==> src/rtl/decoder_pkg.sv <==
// Shared types for the index-decode/accumulate blocks: FSM state encoding and
// the default index width.
package decoder_pkg;

  localparam int CODE_W_DEF = 3;

  typedef enum logic [1:0] {
    IDLE  = 2'd0,
    ACCUM = 2'd1,
    HOLD  = 2'd2
  } state_e;

endpackage

==> src/rtl/decoder_3_8.sv <==
// Combinational index decoder: CODE_W-bit code in, one-hot 2**CODE_W mask out.
module decoder_3_8
  import decoder_pkg::*;
#(
  parameter int CODE_W = CODE_W_DEF,
  localparam int MASK_W = 2 ** CODE_W
) (
  input  logic [CODE_W-1:0] code,
  output logic [MASK_W-1:0] onehot
);

  always_comb begin
    onehot       = '0;
    onehot[code] = 1'b1;
  end

endmodule

==> src/rtl/decoder_3_8_accum.sv <==
// Accumulates one-hot decodes of a packet of indices into a mask, then presents
// the mask, its popcount and a repeated-index flag until the consumer takes it.
module decoder_3_8_accum
  import decoder_pkg::*;
#(
  parameter int CODE_W = CODE_W_DEF,
  localparam int MASK_W = 2 ** CODE_W
) (
  input  logic              clk,
  input  logic              rst_n,
  input  logic              in_valid,
  output logic              in_ready,
  input  logic [CODE_W-1:0] in_code,
  input  logic              in_last,
  output logic              out_valid,
  input  logic              out_ready,
  output logic [MASK_W-1:0] out_mask,
  output logic [CODE_W:0]   out_count,
  output logic              out_dup,
  output state_e            dbg_state
);

  state_e            state_q, state_d;
  logic [MASK_W-1:0] mask_q, mask_d;
  logic              dup_q, dup_d;
  logic [MASK_W-1:0] out_mask_q, out_mask_d;
  logic [CODE_W:0]   out_count_q, out_count_d;
  logic              out_dup_q, out_dup_d;

  logic [MASK_W-1:0] onehot;
  logic [MASK_W-1:0] mask_next;
  logic              dup_next;
  logic [CODE_W:0]   pop_next;
  logic              accept;
  logic              consume;

  decoder_3_8 #(.CODE_W(CODE_W)) u_dec (
    .code   (in_code),
    .onehot (onehot)
  );

  assign accept  = in_valid & in_ready;
  assign consume = (state_q == HOLD) & out_ready;

  // State register
  always_ff @(posedge clk) begin
    if (!rst_n) state_q <= IDLE;
    else        state_q <= state_d;
  end

  // Next-state logic
  always_comb begin
    state_d = state_q;
    case (state_q)
      IDLE:    if (accept) state_d = in_last ? HOLD : ACCUM;
      ACCUM:   if (accept && in_last) state_d = HOLD;
      HOLD:    if (out_ready) state_d = IDLE;
      default: state_d = IDLE;
    endcase
  end

  // FSM outputs; in_ready is gated by rst_n so nothing is taken while in reset
  always_comb begin
    in_ready  = rst_n && (state_q != HOLD);
    out_valid = (state_q == HOLD);
    dbg_state = state_q;
  end

  // Candidate mask/flag including the current beat, plus its popcount
  always_comb begin
    mask_next = mask_q | onehot;
    dup_next  = dup_q | (|(mask_q & onehot));
    pop_next  = '0;
    for (int i = 0; i < MASK_W; i++) begin
      pop_next = pop_next + (CODE_W + 1)'(mask_next[i]);
    end
  end

  // The accumulator is emptied as soon as the last beat lands, so IDLE always
  // starts from a clean mask; the result lives only in the out_* registers.
  always_comb begin
    mask_d      = mask_q;
    dup_d       = dup_q;
    out_mask_d  = out_mask_q;
    out_count_d = out_count_q;
    out_dup_d   = out_dup_q;
    if (accept) begin
      if (in_last) begin
        mask_d      = '0;
        dup_d       = 1'b0;
        out_mask_d  = mask_next;
        out_count_d = pop_next;
        out_dup_d   = dup_next;
      end else begin
        mask_d = mask_next;
        dup_d  = dup_next;
      end
    end
    if (consume) begin
      out_mask_d  = '0;
      out_count_d = '0;
      out_dup_d   = 1'b0;
    end
  end

  always_ff @(posedge clk) begin
    if (!rst_n) begin
      mask_q      <= '0;
      dup_q       <= 1'b0;
      out_mask_q  <= '0;
      out_count_q <= '0;
      out_dup_q   <= 1'b0;
    end else begin
      mask_q      <= mask_d;
      dup_q       <= dup_d;
      out_mask_q  <= out_mask_d;
      out_count_q <= out_count_d;
      out_dup_q   <= out_dup_d;
    end
  end

  assign out_mask  = out_mask_q;
  assign out_count = out_count_q;
  assign out_dup   = out_dup_q;

endmodule

==> config.mk <==
export PLATFORM = sky130hd
export DESIGN_NAME = decoder_3_8_accum
export DESIGN_NICKNAME = d
export VERILOG_FILES = /design/src/rtl/decoder_pkg.sv /design/src/rtl/decoder_3_8.sv /design/src/rtl/decoder_3_8_accum.sv
export SDC_FILE = /design/constraint.sdc
export NUM_CORES = 1
export LEC_CHECK = 0
export ABC_AREA = 1
export CORE_ASPECT_RATIO = 0.75
export CORE_MARGIN = 1
export CORE_UTILIZATION = 54
export CTS_CLUSTER_DIAMETER = 50
export DETAILED_ROUTE_END_ITERATION = 8
export GPL_TIMING_DRIVEN = 0
export PLACE_DENSITY = 0.94
export SLEW_MARGIN = 30
export SYNTH_ARGS = -nofsm -noshare
export SYNTH_HDL_FRONTEND = slang
export SYNTH_SLANG_ARGS = --single-unit
export TNS_END_PERCENT = 20
==> constraint.sdc <==
create_clock -name clk -period 8.1 [get_ports clk]
set_input_delay 1.62 -clock clk [delete_from_list [all_inputs] [get_ports clk]]
set_output_delay 1.62 -clock clk [all_outputs]
set_load 0.05 [all_outputs]
---- Yosys cells after proc, flatten, opt, wreduce, memory -nomap -nowiden ----
Cells that the tools add are included.
storage, ports and cells
  word-level logic and storage cells ...... 44
  register bits after elaboration ......... 24
  output and inout bits ................... 17
  input port bits ......................... 8
operators by class
  equality and inequality tests ........... 6
  $add $sub $neg .......................... 7
  reduce and logical (&&, ||, !) cells .... 8
  bitwise operators ....................... 6
  order comparisons ....................... 2
  muxes and demuxes ....................... 9
operator list
  operator                                               number
  adder 4 x 1 -> 4 bit                                   4
  bitwise AND 8 bit                                      1
  two-way mux 2 bit                                      4
  two-way mux 8 bit                                      1
  OR 8 bit                                               1
  OR reduction 8 bit                                     1
  inequality test 2 bit, second input constant           3
  one-hot mux 2 bit (3 select lines)                     1
  adder 3 x 1 -> 4 bit                                   1
  < comparator 3 x 4 -> 1 bit, second input constant     1
  adder 2 x 1 -> 3 bit                                   1
  demux 1 bit (select 3 bit)                             1
  >= comparator 3 x 1 -> 1 bit, second input constant    1
  logical AND 1 bit                                      3
  AND reduction 3 bit                                    1
  adder 1 x 1 -> 2 bit                                   1
  bitwise AND 1 bit                                      2
  equality test 2 x 1 -> 1 bit, second input constant    1
  equality test 2 bit, second input constant             1
  zero test 2 bit                                        1
  two-way mux 1 bit                                      2
  inequality test 2 x 1 -> 1 bit, second input constant  1
  AND reduction 2 bit                                    1
  OR reduction 2 bit                                     1
  2 further kinds                                        2

---- Logic depth before layout (Yosys ltp) ----
Gate-level depths: netlist (run 1).
  word-level depth ........................ 12
  gate-level depth with buffers ........... 16
  mapped depth without buffers ............ 15

---- Modules after synthesis ----
Synthesis (run 1) repeated with hierarchy kept, for this count alone.
unflattened totals
  cells, all modules ...................... 182
  area total of the unflattened synthesis .. 1283.7 um2
modules (own cells, without submodules)
  module             times used  cells each  sequential area each (um2)  area each (um2)
  decoder_3_8_accum  1           167         480.5                       1227.4
  decoder_3_8        1           15          0.0                         56.3

---- Worst setup path after synthesis (run 1) ----
Ideal clock, no wire load.
  path type ............................... input-to-reg
  start point ............................. input in_code[1]
  end point ............................... register out_count_q[1] (netlist: out_count[1])
  buffers on the path ..................... 1
  slack ................................... 3.384 ns
  cell stages on the path ................. 16
  data arrival time ....................... 4.599 ns
  data required time ...................... 7.983 ns
  library setup time ...................... 0.117 ns
  path through ............................ buf_2 -> nor2_1 -> nand2_1 -> inv_1 -> or2_2 -> inv_1 -> fa_1 -> fa_1 -> fa_1 -> inv_1 -> ha_1 -> inv_1 -> fa_1 -> nor2_1 -> a21oi_1 -> nor2_1
on the way
  cells in the longest elaborated chain, start to end .. 12
RTL lines
  item                                                                                               line                      source
  start, declared                                                                                    decoder_3_8_accum.sv:13   input logic [CODE_W-1:0] in_code,
  < comparator 3 x 4 -> 1 bit (not written as such) or >= comparator 3 x 1 -> 1 bit (tied branches)  decoder_3_8.sv:14         onehot[code] = 1'b1;
  logical AND 1 bit (not written as such)                                                            decoder_3_8.sv:14
  two-way mux 1 bit (not written as such)                                                            decoder_3_8.sv:14
  demux 1 bit (select 3 bit) *                                                                       n/a
  OR 8 bit *                                                                                         decoder_3_8_accum.sv:71   mask_next = mask_q | onehot;
  adder 1 x 1 -> 2 bit                                                                               decoder_3_8_accum.sv:75   pop_next = pop_next + (CODE_W + 1)'(mask_next[i]);
  adder 2 x 1 -> 3 bit                                                                               decoder_3_8_accum.sv:75
  adder 3 x 1 -> 4 bit                                                                               decoder_3_8_accum.sv:75
  adder 4 x 1 -> 4 bit (3 in a row)                                                                  decoder_3_8_accum.sv:75
  adder 4 x 1 -> 4 bit *                                                                             decoder_3_8_accum.sv:75
  end signal, assigned                                                                               decoder_3_8_accum.sv:117  out_count_q <= out_count_d;
  end, declared                                                                                      decoder_3_8_accum.sv:27   logic [CODE_W:0] out_count_q, out_count_d;
Every way passes the cells marked *; elsewhere a longest branch is shown, timed or not.
A chain may end at the register's enable or synchronous reset.

---- Worst setup path after layout (run 1) ----
  start point ............................. input in_code[0]
  end point ............................... register out_count_q[1] (netlist: out_count[1])
Same word-level chain as after synthesis.

==> reports/metrics.csv, run 1 <==
stage;metric;value;unit
run_status;outcome;finished clean;
critical_path;crit_path_max_incr_delay;0.62;ns
pwr;p_leak;0.7217;nW
layout;finalNetCount;227;
floorplanning;ioPinCount;25;
clocking;clock_latency;0.31;ns
floorplanning;floorplan.initialDensity;60.83;%
critical_path;cp.arrival;5.38;ns
route;sum_of_met3_wire_segment_lengths_after_detailed_routing;175;microns
critical_path;cell_chain_critical_path;clkdlybuf4s50_1 -> inv_1 -> nand2_1 -> inv_1 -> or2_2 -> inv_1 -> fa_1 -> fa_1 -> fa_1 -> inv_1 -> ha_1 -> inv_1 -> fa_1 -> nor2_1 -> a21oi_1 -> nor2_1;
grt;maximum_number_of_pins_on_one_net_before_global_route_repair;14;
clocking;tritoncts_clock_tree;yes;
clocking;cts_buffers;3;
logic_synthesis;mappedNetlistArea;1300;sq um
route;number_of_iterations_in_the_first_detailed_routing_pass;4;
job;cap_violations;0;
placement;portBuffers;22;
critical_path;setup.worst_path.class;primary input to register;
pwr;clock_power_share;25.7;%
route;met2RoutedLength;1.326;mm
route;routed_wirelength;2.700;mm
route;vias_per_cell;5.049;
logic_synthesis;synth-xor-area-share;0.6737;%
layout;finalCoreUtilization;74.71;%
floorplanning;core.rowCount;14;
logic_synthesis;synthesis.nets;200;
route;ant_nets;0;
grt;groute.usage.overall;22.60;%
grt;globalRouteOverflowTotal;0;
route;first_iter_violations;70;
placement;dpl_cell_area;1560;sq um
sta;timing_worst_slew_pin_value;0.5070;ns
layout;multi_input_gate_area;651.9;sq um
logic_synthesis;synthesis.area_per_instance;7.027;sq um
logic_synthesis;synth-adder-area-share;9.047;%
logic_synthesis;synth-compound-area-share;8.566;%
clocking;ctsHoldBuffers;0;
grt;grt_pass1_wl;4.471;mm
logic_synthesis;postSynthRegisterBits;24;
layout;share_of_layout_cells_above_drive_strength_1;9.005;%
layout;ff_latch_area;480.5;sq um
critical_path;cpMostUsedCell;sky130_fd_sc_hd__inv_1;
pwr;worst_ir_drop_vdd;130.1;uV
pwr;share_comb_of_total_power;24.1;%
pwr;power_switching;75.93;uW
critical_path;cpLargestDelayFamily;adder cells;
layout;num-fill-cells;174;
critical_path;setup.worst_path.end_class;register;
route;post-route-drc-count;0;
critical_path;critical_path.startpoint_type;primary input;
layout;mostFrequentLayoutCell;sky130_fd_sc_hd__nand2_1;
sta;timing.final.crit_period;5.155;ns
placement;dp.final_hpwl;2.177;mm
pwr;p_int;169.3;uW
clocking;clock_tree.buffer_depth;2;
sta;timing_max_transition_violations_final;0;
floorplanning;core-area;2137;sq um
logic_synthesis;ys.warnings.count;0;
sta;max_freq;0.1940;GHz
floorplanning;floorplan.die.height;44.49;microns
sta;setup_total_negative_slack;0;ns
logic_synthesis;synth-seq-area-share;36.96;%
logic_synthesis;netlist-cell-type-count;21;
logic_synthesis;largest_family_of_logic_cells_by_synthesized_area;simple AND/OR/NAND/NOR gates;
pwr;fraction_of_power_consumed_by_sequential_logic;50.2;%
sta;max_slew_margin;66.09;%
critical_path;cp.required;8.32;ns
grt;antenna_found_initial;0;
sta;setup_viol;0;
floorplanning;dieWidth;58.66;microns
route;num_vias;1227;
layout;final_cell_mix;40 x sky130_fd_sc_hd__nand2_1, 35 x sky130_fd_sc_hd__inv_1, 26 x sky130_fd_sc_hd__nor2_1;
logic_synthesis;instance_count_of_the_mapped_netlist;185;
sta;rsz0062_at_grt;false;
pwr;power-per-cell-area;153.6;nW/um^2
route;wl_met1;1.188;mm
layout;antenna_cells;0;
floorplanning;die_area;2610;sq um
clocking;cts.sinks;24;
sta;fin_crit_sh;63.65;%
logic_synthesis;post_synthesis_mux_area_share;0;%
grt;first_global_vias;1048;
sta;timing.final.hold_violations;0;
pwr;power_switching_share;30.96;%
critical_path;crit_path_max_fanout;8;
route;highest-signal-layer;met4;
clocking;clk_pin_slew_worst_paths;0.13;ns
critical_path;worst-path-buf-inv;6;
sta;finClkSkew;0.004142;ns
layout;area_growth_syn_to_fin;22.81;%
clocking;postCtsSetupRepairBufs;0;
clocking;htreeDepth;1;
critical_path;cpMaxStageDelayCell;sky130_fd_sc_hd__clkdlybuf4s50_1;
placement;gpl.final_weighted_congestion;0.9441;
clocking;cts-root-buf;sky130_fd_sc_hd__clkbuf_4;
layout;post-route-cell-area;1597;sq um
route;post_drt_wl_per_cell;11.11;microns
clocking;cts_resized;0;
logic_synthesis;post_synth_simple_gate_area;31.86;%
hold_path;min_path_type;register to register;
-- power groups by stage --
stage / Sequential [mW] / Combinational (mW) / Clock, mW
after global placement: 0.126 / 0.0553 / 0
after global routing: 0.124 / 0.0648 / 0.0683
after detailed placement: 0.126 / 0.0583 / 0
after floorplan: 0.133 / 0.0335 / 0
final: 0.123 / 0.0590 / 0.0631
after CTS: 0.123 / 0.0586 / 0.0644
-- worst paths after layout --
path               start            to  slack (ns)  depth (start not counted)
min          out_mask[7]   out_mask[7]        0.47                          2
min reg2reg  out_mask[7]   out_mask[7]        0.47                          2
max           in_code[0]  out_count[1]        2.94                         16
max reg2reg    mask_q[1]  out_count[1]        4.82                         12
-- stage by stage --
stage	instances	hold WS (ns)	setup WS (ns)	power, mW
finish	243	0.4737	2.945	0.2453
global route	243	0.4897	2.787	0.2566
CTS	243	0.4735	2.981	0.2462
detailed placement	239	0.4547	2.644	0.1841
global placement	239	0.4521	2.766	0.1808
floorplan	185	0.4403	3.384	0.1668
-- cells by family after synthesis --
family | Yosys count
simple gates | 91
compound gates | 21
flops | 24
fa+ha+maj | 7
xor+xnor | 1
buf+inv | 41
-- routing by layer --
metal,vias up,global-route usage (%)
met2,49,41.15
met1,559,27.37
met3,2,7.310
li1,617,-
met5,-,0
met4,0,1.905
-- synth_stat cells, drive strengths merged --
cell type / instances / area, sq um
o21ai: 2 / 10.01
nand3b: 1 / 7.510
ha: 3 / 37.54
dfxtp: 24 / 480.5
clkinv: 1 / 5.000
fa: 4 / 80.08
buf: 5 / 31.28
xnor2: 1 / 8.760
a21oi: 18 / 93.84
nand4: 4 / 25.02
nand2: 44 / 185.2
o211ai: 1 / 7.510
inv: 35 / 131.4
nand3: 12 / 60.06
nor2: 27 / 117.6
or2: 3 / 18.77
-- final cells by class --
type | instances | share of cell area (%)
Inverter | 36 | 8.542
Sequential cell | 24 | 30.09
Clock buffer | 4 | 2.273
Tap cell | 32 | 2.508
Timing Repair Buffer | 22 | 13.79
Multi-Input combinational cell | 120 | 40.83
Buffer | 5 | 1.959
-- registers in the layout, indices dropped and copies added (netlist names) --
register,count
mask_q,8
out_mask,8
out_count,4
dbg_state,2
dup_q,1
out_dup,1
-- worst min-delay path: stages, from the launching register on --
cell	delay, ns
sky130_fd_sc_hd__dfxtp_1	0.33
sky130_fd_sc_hd__nand2_1	0.06
sky130_fd_sc_hd__a21oi_1	0.05
Note: power is estimated with default switching activity, not from simulation.
==> run 2: changes to the inputs <==
--- a/config.mk
+++ b/config.mk
@@ -8,11 +8,11 @@
 export ABC_AREA = 1
 export CORE_ASPECT_RATIO = 0.75
 export CORE_MARGIN = 1
-export CORE_UTILIZATION = 54
+export CORE_UTILIZATION = 46
 export CTS_CLUSTER_DIAMETER = 50
 export DETAILED_ROUTE_END_ITERATION = 8
 export GPL_TIMING_DRIVEN = 0
-export PLACE_DENSITY = 0.94
+export PLACE_DENSITY = 0.86
 export SLEW_MARGIN = 30
 export SYNTH_ARGS = -nofsm -noshare
 export SYNTH_HDL_FRONTEND = slang
==> constraint.sdc (replaced) <==
create_clock -name clk -period 4.4 [get_ports clk]
set_input_delay 0.88 -clock clk [delete_from_list [all_inputs] [get_ports clk]]
set_output_delay 0.88 -clock clk [all_outputs]
set_load 0.05 [all_outputs]
==> reports/metrics.csv, run 2 (same netlist as run 1, synthesis figures left out) <==
stage;metric;value;unit
run_status;outcome;finished clean;
pwr;p_leak;0.7308;nW
layout;num-fill-cells;259;
pwr;power-per-cell-area;296.3;nW/um^2
clocking;postCtsSetupRepairBufs;0;
layout;stdcell_count;247;
clocking;cts-root-buf;sky130_fd_sc_hd__clkbuf_8;
critical_path;cell_chain_critical_path;dlygate4sd2_1 -> inv_1 -> nand2_1 -> inv_1 -> or2_2 -> inv_1 -> fa_1 -> fa_1 -> fa_1 -> inv_1 -> ha_1 -> inv_1 -> fa_1 -> nor2_1 -> a21oi_1 -> nor2_1;
critical_path;setup.worst_path.end_class;register;
layout;finalNetCount;227;
floorplanning;die_area;3045;sq um
grt;globalRouteOverflowTotal;0;
grt;grt_pass1_wl;4.326;mm
sta;timing.final.hold_violations;0;
sta;fin_crit_sh;93.87;%
grt;maximum_number_of_pins_on_one_net_before_global_route_repair;14;
sta;setup_total_negative_slack;0;ns
clocking;cts_buffers;3;
route;post-route-drc-count;0;
sta;hold_slack;0.4658;ns
route;post_drt_wl_per_cell;10.15;microns
floorplanning;floorplan.die.height;48.04;microns
route;ant_nets;0;
sta;finClkSkew;0.002993;ns
sta;max_slew_margin;66.60;%
floorplanning;core.rowCount;16;
clocking;ctsHoldBuffers;0;
floorplanning;core-area;2643;sq um
critical_path;cpMaxStageDelayCell;sky130_fd_sc_hd__fa_1;
layout;multi_input_gate_area;651.9;sq um
critical_path;setup.worst_path.class;primary input to register;
job;cap_violations;0;
route;num_vias;1181;
placement;gpl.final_weighted_congestion;0.8502;
route;routed_wirelength;2.508;mm
layout;share_of_layout_cells_above_drive_strength_1;9.005;%
placement;portBuffers;22;
critical_path;cpLargestDelayFamily;adder cells;
sta;timing.final.crit_period;4.130;ns
sta;rsz0062_at_grt;false;
placement;dpl_cell_area;1565;sq um
route;first_iter_violations;84;
critical_path;reg_to_reg_slack_setup;1.16;ns
critical_path;critical_path.startpoint_type;primary input;
sta;setup_viol;0;
grt;first_global_vias;961;
placement;dp_slack;-0.2907;ns
layout;area_growth_syn_to_fin;24.54;%
hold_path;min_path_type;register to register;
floorplanning;floorplan.initialDensity;49.20;%
critical_path;crit_path_max_incr_delay;0.58;ns
layout;mostFrequentLayoutCell;sky130_fd_sc_hd__nand2_1;
pwr;fin_total_pwr;479.7;uW
critical_path;worst-path-buf-inv;6;
route;number_of_iterations_in_the_first_detailed_routing_pass;4;
clocking;clk_pin_slew_worst_paths;0.08;ns
layout;post-route-cell-area;1619;sq um
clocking;htreeDepth;1;
critical_path;crit_path_max_fanout;8;
floorplanning;dieWidth;63.39;microns
placement;placed_instances;243;
placement;dp.final_hpwl;1.940;mm
sta;max_freq;0.2421;GHz
critical_path;cpMostUsedCell;sky130_fd_sc_hd__inv_1;
critical_path;cp.arrival;4.30;ns
sta;final.setup.worst_slack;0.2697;ns
sta;timing_worst_slew_pin_value;0.4994;ns
layout;antenna_cells;0;
clocking;clock_tree.buffer_depth;2;
floorplanning;ioPinCount;25;
pwr;worst_ir_drop_vdd;171.2;uV
clocking;tritoncts_clock_tree;yes;
clocking;cts.sinks;24;
clocking;clock_latency;0.27;ns
layout;final_cell_mix;40 x sky130_fd_sc_hd__nand2_1, 35 x sky130_fd_sc_hd__inv_1, 26 x sky130_fd_sc_hd__nor2_1;
grt;antenna_found_initial;0;
critical_path;cp.required;4.57;ns
sta;timing_max_transition_violations_final;0;
route;vias_per_cell;4.781;
layout;finalCoreUtilization;61.27;%
grt;groute.usage.overall;19.54;%
layout;ff_latch_area;480.5;sq um
## run 2: area by class of cell
| type | instances | area share [%] |
|---|---|---|
| sequential | 24 | 29.68 |
| buffer | 5 | 1.932 |
| timing repair buffer | 22 | 13.52 |
| clock buffer | 4 | 3.400 |
| tap | 36 | 2.782 |
| multi-input combinational | 120 | 40.26 |
| inverter | 36 | 8.424 |
## run 2: what timing repair did
item / in CTS / in global routing
hold endpoints to repair: 0 / 0
setup endpoints to repair: 1 / 0
gates resized for setup: 1 / 0
## run 2: worst reg2reg max path, delay by kind of cell (launching register included)
family | cells | cell delay [ns]
adder cells (fa/ha/maj) | 5 | 2.08
AO/OA/AOI/OAI | 1 | 0.11
buffers and inverters | 3 | 0.22
flip-flops | 1 | 0.32
AND/OR/NAND/NOR | 3 | 0.42
## run 2: worst paths after layout
path | from | to | depth (start not counted)
setup / recovery | in_code[0] | out_count[1] | 16
setup reg to reg | mask_q[1] | out_count[1] | 12
hold reg to reg | out_mask[4] | out_mask[4] | 2
hold / removal | out_mask[4] | out_mask[4] | 2
## run 2: power breakdown
group,internal (mW),leakage (nW),switching [mW]
clock,0.0800,0.0288,0.0690
sequential,0.223,0.194,0.00379
combinational,0.0366,0.508,0.0677
## run 2: per-layer routing
layer	up-vias	GRT usage, %	wire length, microns
met1	521	24.46	1202
met2	39	32.55	1112
li1	616	-	-
met5	-	0	0
met3	5	5.714	157
met4	0	8.182	36
==> run 3: changes to the inputs <==
--- a/config.mk
+++ b/config.mk
@@ -6,13 +6,13 @@
 export NUM_CORES = 1
 export LEC_CHECK = 0
 export ABC_AREA = 1
-export CORE_ASPECT_RATIO = 0.75
+export CORE_ASPECT_RATIO = 1.1
 export CORE_MARGIN = 1
 export CORE_UTILIZATION = 46
 export CTS_CLUSTER_DIAMETER = 50
 export DETAILED_ROUTE_END_ITERATION = 8
 export GPL_TIMING_DRIVEN = 0
-export PLACE_DENSITY = 0.86
+export PLACE_DENSITY = 0.75
 export SLEW_MARGIN = 30
 export SYNTH_ARGS = -nofsm -noshare
 export SYNTH_HDL_FRONTEND = slang
==> reports/metrics.csv, run 3 (same netlist as run 1, synthesis figures left out) <==
stage;metric;value;unit
route;number_of_iterations_in_the_first_detailed_routing_pass;4;
pwr;p_leak;0.7236;nW
critical_path;worst_r2r_endpoint;out_count[1];
sta;final.setup.worst_slack;0.4006;ns
critical_path;setup.worst_path.class;primary input to register;
route;post_drt_wl_per_cell;10.17;microns
hold_path;timing.hold.worst_endpoint;out_mask[7];
grt;antenna_found_initial;0;
grt;maximum_number_of_pins_on_one_net_before_global_route_repair;13;
placement;dp.final_hpwl;2.028;mm
hold_path;min-delay-start;out_mask[7];
clocking;cts_buffers;3;
critical_path;rr_worst_depth;12;
grt;first_global_vias;1034;
layout;num-fill-cells;259;
critical_path;cp.arrival;4.21;ns
clocking;clock_tree.buffer_depth;2;
layout;area_growth_syn_to_fin;21.85;%
critical_path;cp.required;4.61;ns
route;first_iter_violations;18;
critical_path;crit_path_max_fanout;8;
placement;portBuffers;22;
hold_path;hold-path-cell-count;2;
job;cap_violations;0;
sta;timing.final.hold_violations;0;
critical_path;crit_path_max_incr_delay;0.58;ns
sta;setup_viol;0;
pwr;worst_ir_drop_vdd;182.3;uV
layout;mostFrequentLayoutCell;sky130_fd_sc_hd__nand2_1;
sta;timing_worst_slew_pin_value;0.5021;ns
grt;grt_pass1_wl;4.250;mm
critical_path;reg_to_reg_slack_setup;1.17;ns
hold_path;min_path_type;register to register;
sta;fin_crit_sh;90.89;%
sta;hold_slack;0.4738;ns
layout;share_of_layout_cells_above_drive_strength_1;8.571;%
critical_path;timing.critical_path.from;in_code[0];
placement;dp_slack;-0.3052;ns
floorplanning;core.rowCount;19;
route;ant_nets;0;
clocking;cts-root-buf;sky130_fd_sc_hd__clkbuf_4;
critical_path;setup.worst_path.end_class;register;
critical_path;cpMostUsedCell;sky130_fd_sc_hd__inv_1;
sta;setup_total_negative_slack;0;ns
critical_path;worst-path-buf-inv;6;
layout;finalNetCount;227;
clocking;clock_latency;0.30;ns
floorplanning;ioPinCount;25;
clocking;cts.sinks;24;
sta;finClkSkew;0.005261;ns
clocking;htreeDepth;1;
placement;gpl.final_weighted_congestion;0.8371;
grt;globalRouteOverflowTotal;0;
grt;groute.usage.overall;18.58;%
layout;final_cell_mix;40 x sky130_fd_sc_hd__nand2_1, 35 x sky130_fd_sc_hd__inv_1, 26 x sky130_fd_sc_hd__nor2_1;
sta;timing_max_transition_violations_final;0;
clocking;tritoncts_clock_tree;yes;
pwr;power-per-cell-area;268.6;nW/um^2
critical_path;worst_r2r_src;mask_q[1];
critical_path;cell_chain_critical_path;dlymetal6s2s_1 -> inv_1 -> nand2_1 -> inv_1 -> or2_2 -> inv_1 -> fa_1 -> fa_1 -> fa_1 -> inv_1 -> ha_1 -> inv_1 -> fa_1 -> nor2_1 -> a21oi_1 -> nor2_1;
floorplanning;dieWidth;52.69;microns
sta;rsz0062_at_grt;false;
floorplanning;floorplan.initialDensity;50.17;%
layout;antenna_cells;0;
route;num_vias;1120;
run_status;outcome;finished clean;
floorplanning;floorplan.die.height;57.76;microns
floorplanning;core-area;2591;sq um
route;routed_wirelength;2.452;mm
clocking;clk_pin_slew_worst_paths;0.13;ns
sta;max_slew_margin;66.42;%
sta;timing.final.crit_period;3.999;ns
critical_path;cpLargestDelayFamily;adder cells;
route;vias_per_cell;4.647;
floorplanning;die_area;3043;sq um
critical_path;critical_path.startpoint_type;primary input;
critical_path;cpMaxStageDelayCell;sky130_fd_sc_hd__fa_1;
sta;max_freq;0.2500;GHz
route;post-route-drc-count;0;
-- run 3: cell count changes in the layout (fill, tap and decap cells not counted), sizes merged --
cell,delta
dlygate4sd2,-1
clkbuf,-1
dlymetal6s2s,+1
-- run 3: final cells by class --
| cell class | count | area [sq um] | area share [%] |
|---|---|---|---|
| flip-flops and latches | 24 | 480.5 | 30.33 |
| multi-input cells | 120 | 651.9 | 41.15 |
| repair buffers | 22 | 222.7 | 14.06 |
| clock buffers | 3 | 22.52 | 1.422 |
| plain buffers | 5 | 31.28 | 1.975 |
| inverters | 36 | 136.4 | 8.610 |
| well taps | 31 | 38.79 | 2.449 |
-- run 3: how the worst max path moves through the flow --
| stage | depth (start not counted) | end |
|---|---|---|
| floorplan | 16 | out_count[1] |
| global placement | 16 | out_count[1] |
| detailed placement | 16 | out_count[1] |
| CTS | 16 | out_count[1] |
| global route | 16 | out_count[2] |
| finish | 16 | out_count[1] |
-- run 3: metal layers --
layer / vias to the layer above / GRT usage [%] / share of wire [%]
met5: - / 0 / 0
met4: 0 / 7.143 / 0.77
met3: 2 / 2.625 / 2.4
met2: 16 / 31.65 / 48
met1: 488 / 23.36 / 49
li1: 614 / - / -
-- run 3: worst min-delay path, delay by kind of cell, from the launching register on --
kind | cells | cell delay [ns]
DFF | 1 | 0.33
and+or+nand+nor | 1 | 0.06
AOI/OAI and AO/OA | 1 | 0.06
-- run 3: power breakdown --
part / switching (mW) / internal, mW
Combinational: 0.0679 / 0.0371
Sequential: 0.00347 / 0.223
Clock: 0.0622 / 0.0319
Total: 0.134 / 0.292
-- run 3: repair_timing --
| action | 4_1_cts | 5_1_grt |
|---|---|---|
| setup buffers | 0 | 0 |
| gates resized for setup | 0 | 1 |
| endpoints found under the hold margin | 0 | 0 |
| hold buffers | 0 | 0 |
| endpoints found under the setup margin | 0 | 2 |
-- run 3: through the flow --
stage / area, sq um / power [mW] / util [%] / instances
2_1_floorplan: 1300 / 0.3070 / - / 185
3_3_place_gp: 1559 / 0.3347 / 60.16 / 238
3_5_place_dp: 1559 / 0.3371 / 60.16 / 238
4_1_cts: 1582 / 0.4321 / 61.03 / 241
5_1_grt: 1584 / 0.4523 / 61.13 / 241
6_report: 1584 / 0.4255 / 61.13 / 241
